[config.mk]
export PLATFORM = sky130hd
export DESIGN_NAME = sata_prim_decode
export DESIGN_NICKNAME = d
export VERILOG_FILES = /design/src/rtl/sata_prim_decode.sv
export SDC_FILE = /design/constraint.sdc
export NUM_CORES = 1
export LEC_CHECK = 0
export CORE_MARGIN = 2
export CORE_UTILIZATION = 45
export DETAILED_ROUTE_END_ITERATION = 10
export HOLD_SLACK_MARGIN = 0.06
export PLACE_DENSITY = 0.76
export SYNTH_ARGS = -nofsm -noshare
export SYNTH_HDL_FRONTEND = slang
export SYNTH_SLANG_ARGS = --single-unit
[constraint.sdc]
create_clock -name clk_75m -period 5.6 [get_ports clk_75m]
set_input_delay 1.12 -clock clk_75m [delete_from_list [all_inputs] [get_ports clk_75m]]
set_output_delay 1.12 -clock clk_75m [all_outputs]
set_load 0.02 [all_outputs]
[src/rtl/sata_prim_decode.sv]
// SATA receive primitive decoder: classifies each aligned receive dword as a primitive or payload,
// tracks framing and CONT repetition, and reports protocol errors with a saturating counter.
//
// state    | meaning
// ST_IDLE  | no frame open; payload dwords are protocol errors
// ST_FRAME | SOF accepted, no EOF/SYNC yet; payload dwords are forwarded
module sata_prim_decode (
    input  logic        clk_75m,
    input  logic        host_rst,
    input  logic        link_up,
    input  logic [31:0] phy2cs_data,
    input  logic        phy2cs_k,
    output logic        prim_valid,
    output logic [4:0]  prim_code,
    output logic [31:0] rx_data,
    output logic        rx_data_valid,
    output logic        in_frame,
    output logic        cont_active,
    output logic        frame_abort,
    output logic        prot_err,
    output logic [15:0] err_cnt
);

    typedef enum logic {
        ST_IDLE  = 1'b0,
        ST_FRAME = 1'b1
    } frame_state_t;

    localparam logic [31:0] P_SYNC    = 32'hB5B5_957C;
    localparam logic [31:0] P_R_RDY   = 32'h4A4A_957C;
    localparam logic [31:0] P_X_RDY   = 32'h5757_B57C;
    localparam logic [31:0] P_SOF     = 32'h3737_B57C;
    localparam logic [31:0] P_EOF     = 32'hD5D5_B57C;
    localparam logic [31:0] P_HOLD    = 32'hD5D5_AA7C;
    localparam logic [31:0] P_HOLDA   = 32'h9595_AA7C;
    localparam logic [31:0] P_R_IP    = 32'h5555_B57C;
    localparam logic [31:0] P_R_OK    = 32'h3535_B57C;
    localparam logic [31:0] P_R_ERR   = 32'h5656_B57C;
    localparam logic [31:0] P_WTRM    = 32'h5858_B57C;
    localparam logic [31:0] P_DMAT    = 32'h3636_B57C;
    localparam logic [31:0] P_PMREQ_P = 32'h1717_B57C;
    localparam logic [31:0] P_PMREQ_S = 32'h7575_957C;
    localparam logic [31:0] P_PMACK   = 32'h9595_957C;
    localparam logic [31:0] P_PMNAK   = 32'hF5F5_957C;
    localparam logic [31:0] P_ALIGN   = 32'h7B4A_4ABC;
    localparam logic [31:0] P_CONT    = 32'h9999_AA7C;

    localparam logic [4:0] PC_SYNC    = 5'd0;
    localparam logic [4:0] PC_SOF     = 5'd3;
    localparam logic [4:0] PC_EOF     = 5'd4;
    localparam logic [4:0] PC_UNKNOWN = 5'd31;

    frame_state_t state_q, state_d;
    logic         cont_q, cont_d;
    logic [4:0]   last_q, last_d;

    logic         pv_d, rdv_d, fa_d, pe_d;
    logic [4:0]   code_d;
    logic [31:0]  rdata_d;
    logic [15:0]  err_d;

    logic [4:0]   dec_code;
    logic         dec_align;
    logic         dec_cont;

    always_comb begin
        dec_code  = PC_UNKNOWN;
        dec_align = 1'b0;
        dec_cont  = 1'b0;
        case (phy2cs_data)
            P_SYNC:    dec_code = 5'd0;
            P_R_RDY:   dec_code = 5'd1;
            P_X_RDY:   dec_code = 5'd2;
            P_SOF:     dec_code = 5'd3;
            P_EOF:     dec_code = 5'd4;
            P_HOLD:    dec_code = 5'd5;
            P_HOLDA:   dec_code = 5'd6;
            P_R_IP:    dec_code = 5'd7;
            P_R_OK:    dec_code = 5'd8;
            P_R_ERR:   dec_code = 5'd9;
            P_WTRM:    dec_code = 5'd10;
            P_DMAT:    dec_code = 5'd11;
            P_PMREQ_P: dec_code = 5'd12;
            P_PMREQ_S: dec_code = 5'd13;
            P_PMACK:   dec_code = 5'd14;
            P_PMNAK:   dec_code = 5'd15;
            P_ALIGN:   dec_align = 1'b1;
            P_CONT:    dec_cont  = 1'b1;
            default:   ;
        endcase
    end

    always_comb begin
        state_d = state_q;
        cont_d  = cont_q;
        last_d  = last_q;
        pv_d    = 1'b0;
        code_d  = prim_code;
        rdv_d   = 1'b0;
        rdata_d = rx_data;
        fa_d    = 1'b0;
        pe_d    = 1'b0;

        if (!link_up) begin
            state_d = ST_IDLE;
            cont_d  = 1'b0;
            last_d  = PC_SYNC;
            code_d  = 5'd0;
            rdata_d = 32'd0;
        end else if (phy2cs_k) begin
            if (dec_align) begin
                // ALIGN is link filler: invisible downstream, no state change
            end else if (dec_cont) begin
                cont_d = 1'b1;
                pv_d   = 1'b1;
                code_d = last_q;
            end else begin
                cont_d = 1'b0;
                pv_d   = 1'b1;
                code_d = dec_code;
                if (dec_code == PC_UNKNOWN) begin
                    pe_d = 1'b1;
                end else begin
                    last_d = dec_code;
                    case (dec_code)
                        PC_SOF: begin
                            pe_d    = (state_q == ST_FRAME);
                            state_d = ST_FRAME;
                        end
                        PC_EOF: begin
                            pe_d    = (state_q == ST_IDLE);
                            state_d = ST_IDLE;
                        end
                        PC_SYNC: begin
                            fa_d    = (state_q == ST_FRAME);
                            state_d = ST_IDLE;
                        end
                        default: ;
                    endcase
                end
            end
        end else if (cont_q) begin
            // scrambled junk between CONT and the next primitive stands for last_prim
            pv_d   = 1'b1;
            code_d = last_q;
        end else if (state_q == ST_FRAME) begin
            rdv_d   = 1'b1;
            rdata_d = phy2cs_data;
        end else begin
            pe_d = 1'b1;
        end
    end

    always_comb begin
        err_d = err_cnt;
        if (pe_d && (err_cnt != 16'hFFFF)) begin
            err_d = err_cnt + 16'd1;
        end
    end

    always_ff @(posedge clk_75m or posedge host_rst) begin
        if (host_rst) begin
            state_q       <= ST_IDLE;
            cont_q        <= 1'b0;
            last_q        <= PC_SYNC;
            prim_valid    <= 1'b0;
            prim_code     <= 5'd0;
            rx_data       <= 32'd0;
            rx_data_valid <= 1'b0;
            frame_abort   <= 1'b0;
            prot_err      <= 1'b0;
            err_cnt       <= 16'd0;
        end else begin
            state_q       <= state_d;
            cont_q        <= cont_d;
            last_q        <= last_d;
            prim_valid    <= pv_d;
            prim_code     <= code_d;
            rx_data       <= rdata_d;
            rx_data_valid <= rdv_d;
            frame_abort   <= fa_d;
            prot_err      <= pe_d;
            err_cnt       <= err_d;
        end
    end

    assign in_frame    = (state_q == ST_FRAME);
    assign cont_active = cont_q;

endmodule

==> key figures <==
Run status
  • Outcome: finished, final reports clean

CTS
  • Clock-pin transition on the worst setup and hold timing paths: 0.08 ns
  • Clk sinks: 64
  • Setup repair bufs after CTS: 0
  • CTS Root Cell: clkbuf_8
  • CTS max path bufs: 2
  • Total CTS buffers: 9
  • TritonCTS clock tree: built
  • Post-CTS Hold Buffers: 0
  • Skew-Pair Late Insertion Delay: around 0.35 ns
  • PostCTS Resize Cnt: 0
  • H-tree depth: 3

Synth
  • Syn Inst Count: about 290
  • Synth warn: 0
  • Synth Register Bits: 64
  • Post-Synthesis Cell Area: around 3300 sq um
  • Async SR Flop Fraction: 100%
  • Synth unique cells: 55
  • Syn Nets: around 330
  • Register area share after synthesis: roughly half
  • Number of synthesized flops with an enable pin: 0
  • Mean Syn Cell Area: 11.4 sq um
  • Post-synth top flop: dfrtp_1

Place
  • RePlAce Congestion: around 0.87
  • Post-place setup slack: about 1.3 ns
  • Input/output buffers: 94
  • Detailed Place HPWL: 6.00 mm

Worst setup path
  • Crit Path Max Fanout: 13
  • CP endpoint kind: flop
  • CP Launch Type: primary input
  • Critical Path RT: between 5 and 6 ns
  • Kind of critical path: primary input to flop
  • Worst Path Arrival: 4.17 ns

STA
  • RSZ-0062 raised after global routing: no
  • Slew Limit Fails: 0
  • Period utilisation layout: 70.4%
  • Final Hold Fails: 0
  • Slew headroom: a little under half
  • Fmax: 253 MHz
  • Final Skew: about 0.0083 ns
  • Setup violations, final: 0
  • Setup Total Neg Slack: 0 ns
  • Worst Tran Pin Value: 0.796 ns
  • Final worst-path setup slack: 1.66 ns
  • Post-route minimum period: around 3.9 ns

Power and ir drop
  • Sw frac: about 28%
  • Pwr/cell area: 258 nW/um^2
  • Sequential power share: around 44%
  • Leak Pwr: a little under 2 nW
  • P_sw: around 0.32 mW
  • Comb pwr share: 17.2%
  • Clock power frac: approximately 39%
  • IR drop worst, VDD: 0.142 mV
  • Internal power: about 0.85 mW

Route
  • Via count: 2819
  • 1st-iter DRT viols: about 190
  • Vias per Instance: 5.75
  • Routed wire per std cell: 17.1 um
  • WL final: 8.38 mm
  • Post-DRT Antenna Nets: 0
  • First-pass iteration count of the detailed router: 4
  • Residual DRC: 0

Finish
  • Reg area: 1600 sq um
  • # nets final: around 420
  • Syn-to-layout area delta: 38.8%
  • Share of layout cells above drive strength 1: 12.8%
  • Multi-input logic area: 1590 sq um
  • Most frequent cells in the layout: 94 x clkdlybuf4s50_1, 64 x dfrtp_1, 32 x a22o_1
  • # fillers: 591
  • Most common cell after layout, fill and taps aside: clkdlybuf4s50_1
  • Antenna Cells: 0

Flow run
  • Max Cap Viol: 0

GRT
  • First-pass GRT wire length: 13.4 mm
  • Grt ovf: 0
  • GRT Total Usage: 21.8%
  • Largest net degree at the start of global routing: 65
  • Vias in the first global route: 2751
  • Initial antenna violation count: 0

Die
  • Initial Util: a little under half
  • Die Wd: 89.3 um
  • # rows: 31
  • Die Y-Extent: 89.3 um
  • Die area: 7970 sq um
  • Core area: 7140 sq um
  • # IOs: 95

Min path
  • HP Class: flop to flop
-- cells by family (layout without fill, tap and decap cells) --
group / after synthesis / after routing / share of synthesized area, %
multiplexers: 6 / 6 / 1.95
buffers and inverters: 18 / 121 / 2.79
flip-flops: 64 / 64 / 48.9
AND/OR/NAND/NOR: 123 / 123 / 25.7
XOR/XNOR: 14 / 14 / 3.75
AO/OA/AOI/OAI: 62 / 62 / 16.5
adder cells (fa/ha/maj): 1 / 1 / 0.382
-- flip-flops by register name, indices dropped and copies added, names as in the netlist --
signal	flops
prim_valid	1
prot_err	1
err_cnt	16
rx_data	32
frame_abort	1
cont_active	1
in_frame	1
last_q	5
prim_code	5
rx_data_valid	1
-- synth_stat cells, types with 4 or more instances --
library cell   n  area (sq um)
nor2b_1        5          31.3
nand4_1        8          50.1
nand2_1       20          75.1
nand4bb_1      4          45.0
nand3_1       13          65.1
inv_1          7          26.3
nor3_1         8          40.0
dfrtp_1       64          1600
and4bb_2       5          62.6
xor2_1        14           123
a21oi_1        6          30.0
clkbuf_1       7          26.3
nor4_1         9          56.3
a22o_1        32           280
nor2_1        18          67.6
and3_1         5          31.3
-- area by class of cell --
class,instances,share of cell area [%]
clock inverters,6,2.04
well taps,99,2.73
flip-flops and latches,64,35.3
multi-input cells,206,35.0
repair buffers,98,21.4
clock buffers,10,3.03
inverters,7,0.579
-- per-stage QoR --
step           instances  util (%)  hold WS [ns]  power (mW)  area, sq um
2_1_floorplan        288         -         0.470       0.620         3270
3_3_place_gp         474      60.4         0.475       0.723         4310
3_5_place_dp         474      60.4         0.482       0.729         4310
4_1_cts              490      63.6         0.499        1.18         4540
5_1_grt              490      63.6         0.522        1.22         4540
6_report             490      63.6         0.495        1.17         4540
-- path summary, 6_finish.rpt --
kind / slack, ns / end / depth (start not counted) / start
max in group asynchronous: 3.75 / last_q[4] / 3 / host_rst
min in group asynchronous: 1.32 / rx_data[19] / 3 / host_rst
worst min-delay path: 0.50 / err_cnt[7] / 1 / err_cnt[7]
worst min register to register: 0.50 / err_cnt[7] / 1 / err_cnt[7]
worst max register to register: 3.43 / err_cnt[1] / 7 / err_cnt[5]
worst max-delay path: 1.66 / err_cnt[1] / 10 / phy2cs_data[29]
-- power groups by stage --
stage	clock network (mW)	registers (mW)	logic, mW
after floorplan	0	0.552	0.0677
after global placement	0	0.527	0.197
after detailed placement	0	0.526	0.203
after CTS	0.461	0.519	0.204
after global routing	0.479	0.524	0.217
final	0.453	0.520	0.202
-- worst max-delay path: stages --
cell	delay, ns
clkdlybuf4s50_1	0.48
nand4bb_1	0.25
or4_1	0.72
nor4_4	0.46
nor2_2	0.13
o21a_1	0.26
o31ai_2	0.07
buf_4	0.27
nor2_1	0.11
mux2_2	0.29
-- layer usage --
metal  wire [um]  vias up  part of all wire [%]  global-route usage, %
met3         555       17                   6.6                   5.54
met2        4090      104                    49                   34.7
met5           0        -                     0                      0
li1            -     1309                     -                      -
met4         123        0                   1.5                   8.55
met1        3610     1389                    43                   28.8
(Power assumes the default switching activity.)
